[src/rtl/adc_3wire_shifter_pkg.sv]
// Shared definitions for the ADC 3-wire control-port shifter.
//   state_e    : frame sequencer states
//   PHASE_W    : width of the serial-clock phase counter
//   frame_bits : total bits shifted per register write (address + data)
package adc_3wire_shifter_pkg;

  typedef enum logic [2:0] {
    ST_IDLE,
    ST_SETUP,
    ST_CLK_HI,
    ST_CLK_LO,
    ST_HOLD,
    ST_GAP
  } state_e;

  localparam int unsigned PHASE_W = 8;

  function automatic int unsigned frame_bits(input int unsigned aw, input int unsigned dw);
    return aw + dw;
  endfunction

endpackage

[src/rtl/adc_3wire_shifter_if.sv]
// Register-write request and 3-wire serial port bundle.
//   master : drives start_i/addr_i/data_i, observes status and serial lines
//   slave  : the shifter; consumes the request, drives status and serial lines
interface adc_3wire_shifter_if #(
  parameter int unsigned ADDR_WIDTH = 3,
  parameter int unsigned DATA_WIDTH = 16
);
  logic                  start_i;
  logic [ADDR_WIDTH-1:0] addr_i;
  logic [DATA_WIDTH-1:0] data_i;
  logic                  busy_o;
  logic                  done_o;
  logic                  ser_clk_o;
  logic                  ser_ldn_o;
  logic                  ser_data_o;

  modport master (
    output start_i, addr_i, data_i,
    input  busy_o, done_o, ser_clk_o, ser_ldn_o, ser_data_o
  );

  modport slave (
    input  start_i, addr_i, data_i,
    output busy_o, done_o, ser_clk_o, ser_ldn_o, ser_data_o
  );
endinterface

[src/rtl/adc_3wire_shifter_tick.sv]
// Phase-counter tick generator: tick_o pulses on every CLK_DIV-th cycle.
//   clk, rst     : system clock, synchronous active-high reset
//   restart_i    : zero the phase counter on this edge (state change)
//   tick_o       : current cycle is the last of the phase
//   tick_next_o  : the following cycle will be the last of the phase
module adc_3wire_tick
  import adc_3wire_shifter_pkg::*;
#(
  parameter int unsigned CLK_DIV = 4
) (
  input  logic clk,
  input  logic rst,
  input  logic restart_i,
  output logic tick_o,
  output logic tick_next_o
);

  localparam logic [PHASE_W-1:0] LAST = PHASE_W'(CLK_DIV - 1);

  logic [PHASE_W-1:0] phase_q, phase_d;

  // Kept separate from the next-phase logic: restart_i depends on tick_o.
  assign tick_o = (phase_q == LAST);

  always_comb begin
    phase_d = phase_q + PHASE_W'(1);
    if (restart_i || tick_o) begin
      phase_d = '0;
    end
    tick_next_o = (phase_d == LAST);
  end

  always_ff @(posedge clk) begin
    if (rst) begin
      phase_q <= '0;
    end else begin
      phase_q <= phase_d;
    end
  end

endmodule

[src/rtl/adc_3wire_shifter.sv]
// Shifts one {addr, data} register write MSB-first onto the ADC 3-wire port.
//   clk, rst : system clock, synchronous active-high reset
//   bus      : request (start_i, addr_i, data_i), status (busy_o, done_o),
//              serial port (ser_clk_o, ser_ldn_o active-low, ser_data_o)
// All outputs are registered and derived from the next-state values.
module adc_3wire_shifter
  import adc_3wire_shifter_pkg::*;
#(
  parameter int unsigned ADDR_WIDTH = 3,
  parameter int unsigned DATA_WIDTH = 16,
  parameter int unsigned CLK_DIV    = 4
) (
  input  logic                clk,
  input  logic                rst,
  adc_3wire_shifter_if.slave  bus
);

  localparam int unsigned N   = frame_bits(ADDR_WIDTH, DATA_WIDTH);
  localparam int unsigned BCW = $clog2(N + 1);

  state_e         state_q, state_d;
  logic [N-1:0]   shift_q, shift_d;
  logic [BCW-1:0] bit_q, bit_d;
  logic           busy_q, busy_d;
  logic           done_q, done_d;
  logic           sclk_q, sclk_d;
  logic           ldn_q, ldn_d;
  logic           sdata_q, sdata_d;
  logic           tick, tick_next, restart;

  adc_3wire_tick #(
    .CLK_DIV(CLK_DIV)
  ) u_tick (
    .clk         (clk),
    .rst         (rst),
    .restart_i   (restart),
    .tick_o      (tick),
    .tick_next_o (tick_next)
  );

  always_comb begin
    state_d = state_q;
    shift_d = shift_q;
    bit_d   = bit_q;
    unique case (state_q)
      ST_IDLE: if (bus.start_i) begin
        state_d = ST_SETUP;
        shift_d = {bus.addr_i, bus.data_i};
        bit_d   = BCW'(N - 1);
      end
      ST_SETUP: if (tick) state_d = ST_CLK_HI;
      ST_CLK_HI: if (tick) begin
        if (bit_q == '0) begin
          state_d = ST_HOLD;
        end else begin
          state_d = ST_CLK_LO;
          shift_d = shift_q << 1;
          bit_d   = bit_q - BCW'(1);
        end
      end
      ST_CLK_LO: if (tick) state_d = ST_CLK_HI;
      ST_HOLD:   if (tick) state_d = ST_GAP;
      ST_GAP: if (tick) begin
        state_d = ST_IDLE;
        shift_d = '0;
      end
      default: state_d = ST_IDLE;
    endcase
  end

  assign restart = (state_d != state_q);

  // Separate block from next-state logic: tick_next feeds back through restart.
  always_comb begin
    busy_d  = (state_d != ST_IDLE);
    ldn_d   = !(state_d inside {ST_SETUP, ST_CLK_HI, ST_CLK_LO, ST_HOLD});
    sclk_d  = (state_d == ST_CLK_HI);
    sdata_d = ldn_d ? 1'b0 : shift_d[N-1];
    done_d  = (state_d == ST_GAP) && tick_next;
  end

  always_ff @(posedge clk) begin
    if (rst) begin
      state_q <= ST_IDLE;
      shift_q <= '0;
      bit_q   <= '0;
      busy_q  <= 1'b0;
      done_q  <= 1'b0;
      sclk_q  <= 1'b0;
      ldn_q   <= 1'b1;
      sdata_q <= 1'b0;
    end else begin
      state_q <= state_d;
      shift_q <= shift_d;
      bit_q   <= bit_d;
      busy_q  <= busy_d;
      done_q  <= done_d;
      sclk_q  <= sclk_d;
      ldn_q   <= ldn_d;
      sdata_q <= sdata_d;
    end
  end

  assign bus.busy_o     = busy_q;
  assign bus.done_o     = done_q;
  assign bus.ser_clk_o  = sclk_q;
  assign bus.ser_ldn_o  = ldn_q;
  assign bus.ser_data_o = sdata_q;

endmodule
[src/flat_wrapper.sv]
// flat-port wrapper written by rule: the top's interface ports become plain ports
module adc_3wire_shifter_flat import adc_3wire_shifter_pkg::*;
#(
  parameter int unsigned ADDR_WIDTH = 3,
  parameter int unsigned DATA_WIDTH = 16,
  parameter int unsigned CLK_DIV    = 4
)
  (clk, rst, bus_start_i, bus_addr_i, bus_data_i, bus_busy_o, bus_done_o, bus_ser_clk_o, bus_ser_ldn_o, bus_ser_data_o);
  adc_3wire_shifter_if #(.ADDR_WIDTH(ADDR_WIDTH), .DATA_WIDTH(DATA_WIDTH)) bus_i ();
  input  logic clk;
  input  logic rst;
  input wire logic [$bits(bus_i.start_i)-1:0] bus_start_i;
  input wire logic [$bits(bus_i.addr_i)-1:0] bus_addr_i;
  input wire logic [$bits(bus_i.data_i)-1:0] bus_data_i;
  output wire logic [$bits(bus_i.busy_o)-1:0] bus_busy_o;
  output wire logic [$bits(bus_i.done_o)-1:0] bus_done_o;
  output wire logic [$bits(bus_i.ser_clk_o)-1:0] bus_ser_clk_o;
  output wire logic [$bits(bus_i.ser_ldn_o)-1:0] bus_ser_ldn_o;
  output wire logic [$bits(bus_i.ser_data_o)-1:0] bus_ser_data_o;
  assign bus_i.start_i = bus_start_i;
  assign bus_i.addr_i = bus_addr_i;
  assign bus_i.data_i = bus_data_i;
  assign bus_busy_o = bus_i.busy_o;
  assign bus_done_o = bus_i.done_o;
  assign bus_ser_clk_o = bus_i.ser_clk_o;
  assign bus_ser_ldn_o = bus_i.ser_ldn_o;
  assign bus_ser_data_o = bus_i.ser_data_o;
  adc_3wire_shifter #(.ADDR_WIDTH(ADDR_WIDTH), .DATA_WIDTH(DATA_WIDTH), .CLK_DIV(CLK_DIV)) u_core (.clk(clk), .rst(rst), .bus(bus_i));
endmodule
[config.mk]
export PLATFORM = sky130hd
export DESIGN_NAME = adc_3wire_shifter_flat
export DESIGN_NICKNAME = d
export VERILOG_FILES = /design/src/rtl/adc_3wire_shifter_pkg.sv /design/src/rtl/adc_3wire_shifter_if.sv /design/src/rtl/adc_3wire_shifter_tick.sv /design/src/rtl/adc_3wire_shifter.sv /design/src/flat_wrapper.sv
export SDC_FILE = /design/constraint.sdc
export NUM_CORES = 1
export LEC_CHECK = 0
export CORE_ASPECT_RATIO = 1.2
export CORE_MARGIN = 2
export CORE_UTILIZATION = 28
export CTS_BUF_LIST = sky130_fd_sc_hd__clkbuf_2 sky130_fd_sc_hd__clkbuf_4 sky130_fd_sc_hd__clkbuf_8
export CTS_CLUSTER_DIAMETER = 60
export DETAILED_ROUTE_END_ITERATION = 10
export PLACE_DENSITY = 0.51
export SYNTH_ARGS = -nofsm -noshare
export SYNTH_HDL_FRONTEND = slang
export SYNTH_HIERARCHICAL = 1
export SYNTH_SLANG_ARGS = --single-unit
[constraint.sdc]
create_clock -name clk -period 2.68 [get_ports clk]
set_input_delay 0.268 -clock clk [delete_from_list [all_inputs] [get_ports clk]]
set_output_delay 0.268 -clock clk [all_outputs]
set_load 0.005 [all_outputs]
==> results of run 1 <==
-- worst max path at each step --
stage / slack (ns) / startpoint / cells after the start / to
global placement: 0.62 / bus_start_i / 6 / u_core/shift_q[0]$_SDFFE_PP0P_
detailed placement: 0.61 / bus_start_i / 6 / u_core/shift_q[0]$_SDFFE_PP0P_
finish: 0.63 / u_core/bit_q[0]$_SDFFE_PP0P_ / 6 / u_core/bus.ser_data_o$_SDFF_PP0_
global route: 0.46 / u_core/u_tick/phase_q[0]$_SDFF_PP0_ / 6 / u_core/bus.ser_data_o$_SDFF_PP0_
floorplan: 0.70 / u_core/u_tick/phase_q[0]$_SDFF_PP0_ / 8 / u_core/bus.ser_data_o$_SDFF_PP0_
CTS: 0.62 / u_core/u_tick/phase_q[0]$_SDFF_PP0_ / 6 / u_core/bus.ser_data_o$_SDFF_PP0_
-- power by group through the flow --
stage | Sequential [mW] | Combinational, mW | Clock [mW]
after CTS | 0.649 | 0.173 | 0.444
after global routing | 0.654 | 0.191 | 0.470
after detailed placement | 0.663 | 0.172 | 0
final | 0.649 | 0.171 | 0.420
after global placement | 0.663 | 0.173 | 0
after floorplan | 0.654 | 0.115 | 0
-- final cells by class --
cell class / count / area [um2]
Multi-Input combinational cell: 150 / 976
Inverter: 5 / 18.8
Sequential cell: 40 / 801
Clock buffer: 6 / 82.6
Tap cell: 85 / 106
Timing Repair Buffer: 31 / 298
Clock inverter: 2 / 13.8
Fill cell: 662 / 4150
-- cell usage in the layout, fill, tap and decap left out, drive strengths merged, types with 2 or more instances in the layout --
| cell | count |
|---|---|
| a32oi | 2 |
| and3 | 6 |
| dfxtp | 40 |
| o21ai | 4 |
| nand4 | 3 |
| nor3 | 10 |
| a21oi | 19 |
| nor4b | 2 |
| a22oi | 17 |
| nand2b | 2 |
| a31oi | 3 |
| ha | 4 |
| and2 | 2 |
| buf | 5 |
| inv | 6 |
| xor2 | 5 |
| and4 | 2 |
| nor2 | 18 |
| or3 | 2 |
| xnor2 | 5 |
| nand3 | 24 |
| clkdlybuf4s50 | 26 |
| clkbuf | 6 |
| nand2 | 3 |
-- per-stage QoR --
stage	total power [mW]	std cells	utilization, %
floorplan	0.769	212	-
finish	1.24	319	35.6
global route	1.31	319	35.6
global placement	0.836	311	34.1
CTS	1.27	319	35.6
detailed placement	0.835	311	34.1
-- worst max-delay path, stage by stage, from the launching register on --
cell and delay [ns]:
sky130_fd_sc_hd__dfxtp_1 0.34, sky130_fd_sc_hd__inv_1 0.08, sky130_fd_sc_hd__ha_1 0.15, sky130_fd_sc_hd__or4b_1 0.55, sky130_fd_sc_hd__and3_4 0.31, sky130_fd_sc_hd__a22o_1 0.27
sky130_fd_sc_hd__o221a_1 0.23
-- registers in the layout, indices dropped and copies added (netlist names) --
name / cells
u_core/bus.ser_clk_o: 1
u_core/u_tick/phase_q: 8
u_core/bit_q: 5
u_core/shift_q: 19
u_core/bus.ser_ldn_o: 1
u_core/state_q: 3
u_core/bus.ser_data_o: 1
u_core/bus.done_o: 1
u_core/bus.busy_o: 1
-- logic make-up after synthesis --
kind of cell	Yosys count	share of synthesized area, %
AO/OA/AOI/OAI	55	19.5
XOR/XNOR	10	4.67
adder cells (fa/ha/maj)	4	2.67
buffers and inverters	22	5.67
flip-flops	40	42.7
AND/OR/NAND/NOR	81	24.8
-- routing by layer --
layer	wire, um	global-route usage [%]	up-vias
li1	-	-	816
met3	150	2.80	2
met5	0	0	-
met4	23	3.51	0
met1	1860	14.4	728
met2	2020	19.4	29
==> flow_summary.yaml, run 1 <==
worst_setup_path:
  reg2reg_from: "u_core/bit_q[0]$_SDFFE_PP0P_"
  ff2ff_setup_slack_ns: 0.63
  r2r_end: "u_core/bus.ser_data_o$_SDFF_PP0_"
  critical_path_class: "reg2reg"
  crit_fanout: 22
  critPathLaunchType: "register"
  timing.critical_path.required_ns: 2.86
  crit_path_end_kind: "register"
  rr_worst_depth: 6
  cp.arrival_ns: 2.23
timing:
  rsz_0062_raised_after_global_routing: "false"
  setup_slack_ns: 0.631
  finalSetupViolCount: 0
  layout_worst_path_cycle_share_pct: 76.5
  max_freq_mhz: 488
  timing_worst_slew_pin_value_ns: 0.571
  worst_slew_margin_rel_pct: 61.4
  finalHoldViolCount: 0
  totalNegativeSetupSlack_ns: 0
  finalMaxSlewViolations: 0
  worst_clock_skew_ns: 0.00488
  holdWs_ns: 0.467
  period_needed_ns: 2.05
placed_design:
  gpl.final_weighted_congestion: 0.745
  portBuffers: 26
  place_area_mm2: 0.00220
  dp_hpwl_um: 2740
  preCtsSetupSlack_ns: 0.612
routing:
  postRouteAntennaNets: 0
  routed_wire_length_per_instance_um: 12.7
  dr_total_vias: 1575
  postRouteWirelength_um: 4060
  drt_iter0_drc: 103
  drt_first_pass_iters: 5
  drc: 0
  avgViaCountPerCell: 4.94
layout:
  synthToLayoutAreaGrowth_pct: 22.5
  antenna_cells: 0
  drive_above_1_share_pct: 9.83
  layout.nets: 259
  design_area_mm2: 0.00230
logic_synthesis:
  seq_area_frac_synth_pct: 42.7
  synth.most_common_cell: "sky130_fd_sc_hd__dfxtp_1"
  postSynth.topFlopCell: "sky130_fd_sc_hd__dfxtp_1"
  post_synth_num_cell_types: 47
  synth_enable_flop_cells: 0
  proportion_of_register_bits_with_asynchronous_set_or_reset_after_synthesis_pct: 0
  post_synth_main_area_contributors: "sky130_fd_sc_hd__dfxtp_1 (43%), sky130_fd_sc_hd__a22oi_1 (6.8%), sky130_fd_sc_hd__nand3_1 (6.4%), sky130_fd_sc_hd__a21oi_1 (5.1%), sky130_fd_sc_hd__nor2_1 (3.0%)"
  synth.cells.most_frequent: "sky130_fd_sc_hd__dfxtp_1 (40), sky130_fd_sc_hd__nand3_1 (24), sky130_fd_sc_hd__a21oi_1 (19), sky130_fd_sc_hd__a22oi_1 (17), sky130_fd_sc_hd__nor2_1 (15)"
  top_area_cell_type_share_of_the_netlist_area_pct: 42.7
  synth_cells: 212
  synthesis.area_mm2: 0.00187
  avgSynthCellArea_um2: 8.84
  synth.net_count: 238
  synth_warnings: 6
  yosys_register_bits: 40
  synth_top_cell_by_area: "sky130_fd_sc_hd__dfxtp_1"
pwr:
  power.net_switching_mw: 0.318
  peakVddDrop_mv: 0.211
  power_density_mw_per_mm2: 540
  seqPwrFrac_pct: 52.4
  cellInternalPower_mw: 0.922
  power.leakage_nw: 0.802
  netSwitchingFraction_pct: 25.6
  power.share.combinational_pct: 13.8
  power.share.clock_pct: 33.8
clocking:
  ctsLongestPathBuffers: 2
  cts.sink_count: 40
  inserted_clock_buffers: 5
  h_tree_lvls: 2
  clk_pin_slew_ns: 0.08
  library_cell_used_as_clock_root_buffer: "sky130_fd_sc_hd__clkbuf_8"
  post_cts_resize_count: 0
  hold_buffers: 0
  tritoncts: "done"
  cts_setup_buffers: 0
  clock_insertion_delay_worst_skew_ns: 0.28
global_routing:
  grt_pass1_wl_um: 6810
  aggregate_global_route_resource_usage_pct: 11.5
  grt_start_max_net_pins: 29
  grt-ovfl-total: 0
  grt_pass1_vias: 1463
  grt_antenna_before_repair: 0
hold_path:
  min_from: "u_core/shift_q[16]$_SDFFE_PP0P_"
  min_to: "u_core/shift_q[16]$_SDFFE_PP0P_"
  worst_hold_path.num_cells: 2
  hold_path.class: "reg2reg"
floorplan:
  floorplan.core_area_mm2: 0.00645
  floorplan.io_pins: 27
  initial_core_util_pct: 29.1
  floorplan.die.width_um: 78.7
  floorplan.die_area_mm2: 0.00737
  floorplan.rows: 32
  die_y_um: 93.6
run:
  max_cap_viol_count: 0
outcome:
  run_status: "complete, no violations"
No activity file was read; power rests on OpenSTA's default activity.
==> run 2, diff against run 1 <==
clock period = 1.9 ns   (was 2.68 ns; I/O delays follow)
==> flow_summary.yaml, run 2 (synthesis results as in run 1) <==
outcome:
  run_status: "complete, no violations"
run:
  max_cap_viol_count: 0
worst_setup_path:
  timing.critical_path.required_ns: 2.09
  cp.arrival_ns: 1.99
  crit_path_end_kind: "register"
  rr_worst_depth: 6
  critPathLaunchType: "register"
  crit_fanout: 4
  critical_path_class: "reg2reg"
floorplan:
  floorplan.rows: 32
  initial_core_util_pct: 29.1
  floorplan.io_pins: 27
  floorplan.core_area_mm2: 0.00645
  floorplan.die_area_mm2: 0.00737
  die_y_um: 93.6
  floorplan.die.width_um: 78.7
layout:
  max_ffs_per_register: 19
  commonest_cells_after_routing_fill_and_taps_aside: "sky130_fd_sc_hd__dfxtp_1 (39), sky130_fd_sc_hd__clkdlybuf4s50_1 (26), sky130_fd_sc_hd__nand3_1 (23)"
  layout.cells.most_common: "sky130_fd_sc_hd__dfxtp_1"
  drive_above_1_share_pct: 19.4
  largest_registers: "u_core/shift_q x19, u_core/u_tick/phase_q x8, u_core/bit_q x5"
  area_of_combinational_cells_with_multiple_inputs_mm2: 0.00101
  layout.nets: 277
  seqCellArea_um2: 802
  finish.utilization_pct: 38.9
  fill_cell_instance_count_of_the_final_layout: 657
  design_area_mm2: 0.00250
  antenna_cells: 0
  synthToLayoutAreaGrowth_pct: 33.6
  regMostFlops: "u_core/shift_q"
clocking:
  library_cell_used_as_clock_root_buffer: "sky130_fd_sc_hd__clkbuf_8"
  clock_insertion_delay_worst_skew_ns: 0.29
  cts.sink_count: 40
  tritoncts: "done"
  hold_buffers: 0
  clk_pin_slew_ns: 0.08
  inserted_clock_buffers: 5
  h_tree_lvls: 2
  ctsLongestPathBuffers: 2
pwr:
  cellInternalPower_mw: 1.34
  power.share.combinational_pct: 16.6
  netSwitchingFraction_pct: 26.1
  power.net_switching_mw: 0.473
  power.leakage_nw: 0.914
  power.share.clock_pct: 33.3
  peakVddDrop_mv: 0.263
  power_density_mw_per_mm2: 725
  seqPwrFrac_pct: 50.1
timing:
  layout_worst_path_cycle_share_pct: 94.7
  timing_worst_slew_pin_value_ns: 0.431
  finalSetupViolCount: 0
  totalNegativeSetupSlack_ns: 0
  period_needed_ns: 1.80
  worst_clock_skew_ns: 0.0102
  finalMaxSlewViolations: 0
  max_freq_mhz: 556
  finalHoldViolCount: 0
  setup_slack_ns: 0.101
  worst_slew_margin_rel_pct: 70.9
placed_design:
  place_area_mm2: 0.00237
  portBuffers: 26
  gpl.final_weighted_congestion: 0.766
  dp_hpwl_um: 2950
  preCtsSetupSlack_ns: -0.0643
routing:
  drt_iter0_drc: 98
  postRouteAntennaNets: 0
  avgViaCountPerCell: 4.96
  postRouteWirelength_um: 4270
  dr_total_vias: 1672
  drt_first_pass_iters: 4
  routed_wire_length_per_instance_um: 12.7
  drc: 0
global_routing:
  aggregate_global_route_resource_usage_pct: 12.2
  grt-ovfl-total: 0
  grt_util_met2_pct: 20.4
  grt_pass1_wl_um: 7290
  grt_antenna_before_repair: 0
  routing_usage_on_met1_pct: 15.2
  grt_pass1_vias: 1579
  grt_most_used_layer: "met2"
  gr-usage-met3_pct: 3.38
  grt_start_max_net_pins: 30
hold_path:
  worst_hold_path.num_cells: 2
  hold_path.class: "reg2reg"
-- run 2: cell count changes in the layout (fill, tap and decap cells not counted), moves of 2 or more --
cell	change
sky130_fd_sc_hd__buf_4	+14
sky130_fd_sc_hd__a22oi_1	-2
sky130_fd_sc_hd__a22oi_2	+2
sky130_fd_sc_hd__nor3_2	+2
sky130_fd_sc_hd__nor3_1	-2
sky130_fd_sc_hd__buf_12	+3
-- run 2: timing repair --
item / 4_1_cts / 5_1_grt
buffers inserted: 0 / 1
endpoints found under the setup margin: 0 / 30
resized for setup: 0 / 8
-- run 2: routing by layer --
layer	wire (um)	vias up
met5	0	-
met4	25	0
met3	131	2
met2	2120	21
met1	1990	794
li1	-	855
-- run 2: path summary, 6_finish.rpt --
check | slack, ns | to | start
setup / recovery | 0.10 | u_core/bus.ser_data_o$_SDFF_PP0_ | u_core/bit_q[1]$_SDFFE_PP0P_
hold / removal | 0.47 | u_core/shift_q[16]$_SDFFE_PP0P_ | u_core/shift_q[16]$_SDFFE_PP0P_
setup reg to reg | 0.10 | u_core/bus.ser_data_o$_SDFF_PP0_ | u_core/bit_q[1]$_SDFFE_PP0P_
hold reg to reg | 0.47 | u_core/shift_q[16]$_SDFFE_PP0P_ | u_core/shift_q[16]$_SDFFE_PP0P_
-- run 2: worst max-delay path, stage by stage, from the launching register on --
cell and delay (ns):
sky130_fd_sc_hd__dfxtp_1 0.33, sky130_fd_sc_hd__inv_1 0.07, sky130_fd_sc_hd__ha_1 0.14, sky130_fd_sc_hd__or4b_1 0.46, sky130_fd_sc_hd__and3_4 0.21, sky130_fd_sc_hd__a22o_1 0.25, sky130_fd_sc_hd__o221a_1 0.23
-- run 2: metrics by stage --
step,power (mW),cells,hold WS (ns)
6_report,1.82,337,0.466
5_1_grt,1.92,337,0.488
4_1_cts,1.83,336,0.468
3_5_place_dp,1.23,328,0.457
3_3_place_gp,1.23,328,0.452
2_1_floorplan,1.09,212,0.327
-- run 2: cell type report --
type / count / share of cell area (%)
clock buffer: 6 / 3.30
clock inverter: 2 / 0.549
inverter: 5 / 0.749
multi-input combinational: 150 / 40.2
sequential: 40 / 32.0
tap: 85 / 4.25
timing repair buffer: 49 / 18.9
-- run 2: power groups by stage --
stage | clock network, mW | registers (mW) | logic, mW
3_5_place_dp | 0 | 0.928 | 0.298
6_report | 0.605 | 0.909 | 0.301
5_1_grt | 0.668 | 0.915 | 0.334
4_1_cts | 0.627 | 0.909 | 0.299
2_1_floorplan | 0 | 0.923 | 0.163
3_3_place_gp | 0 | 0.928 | 0.299
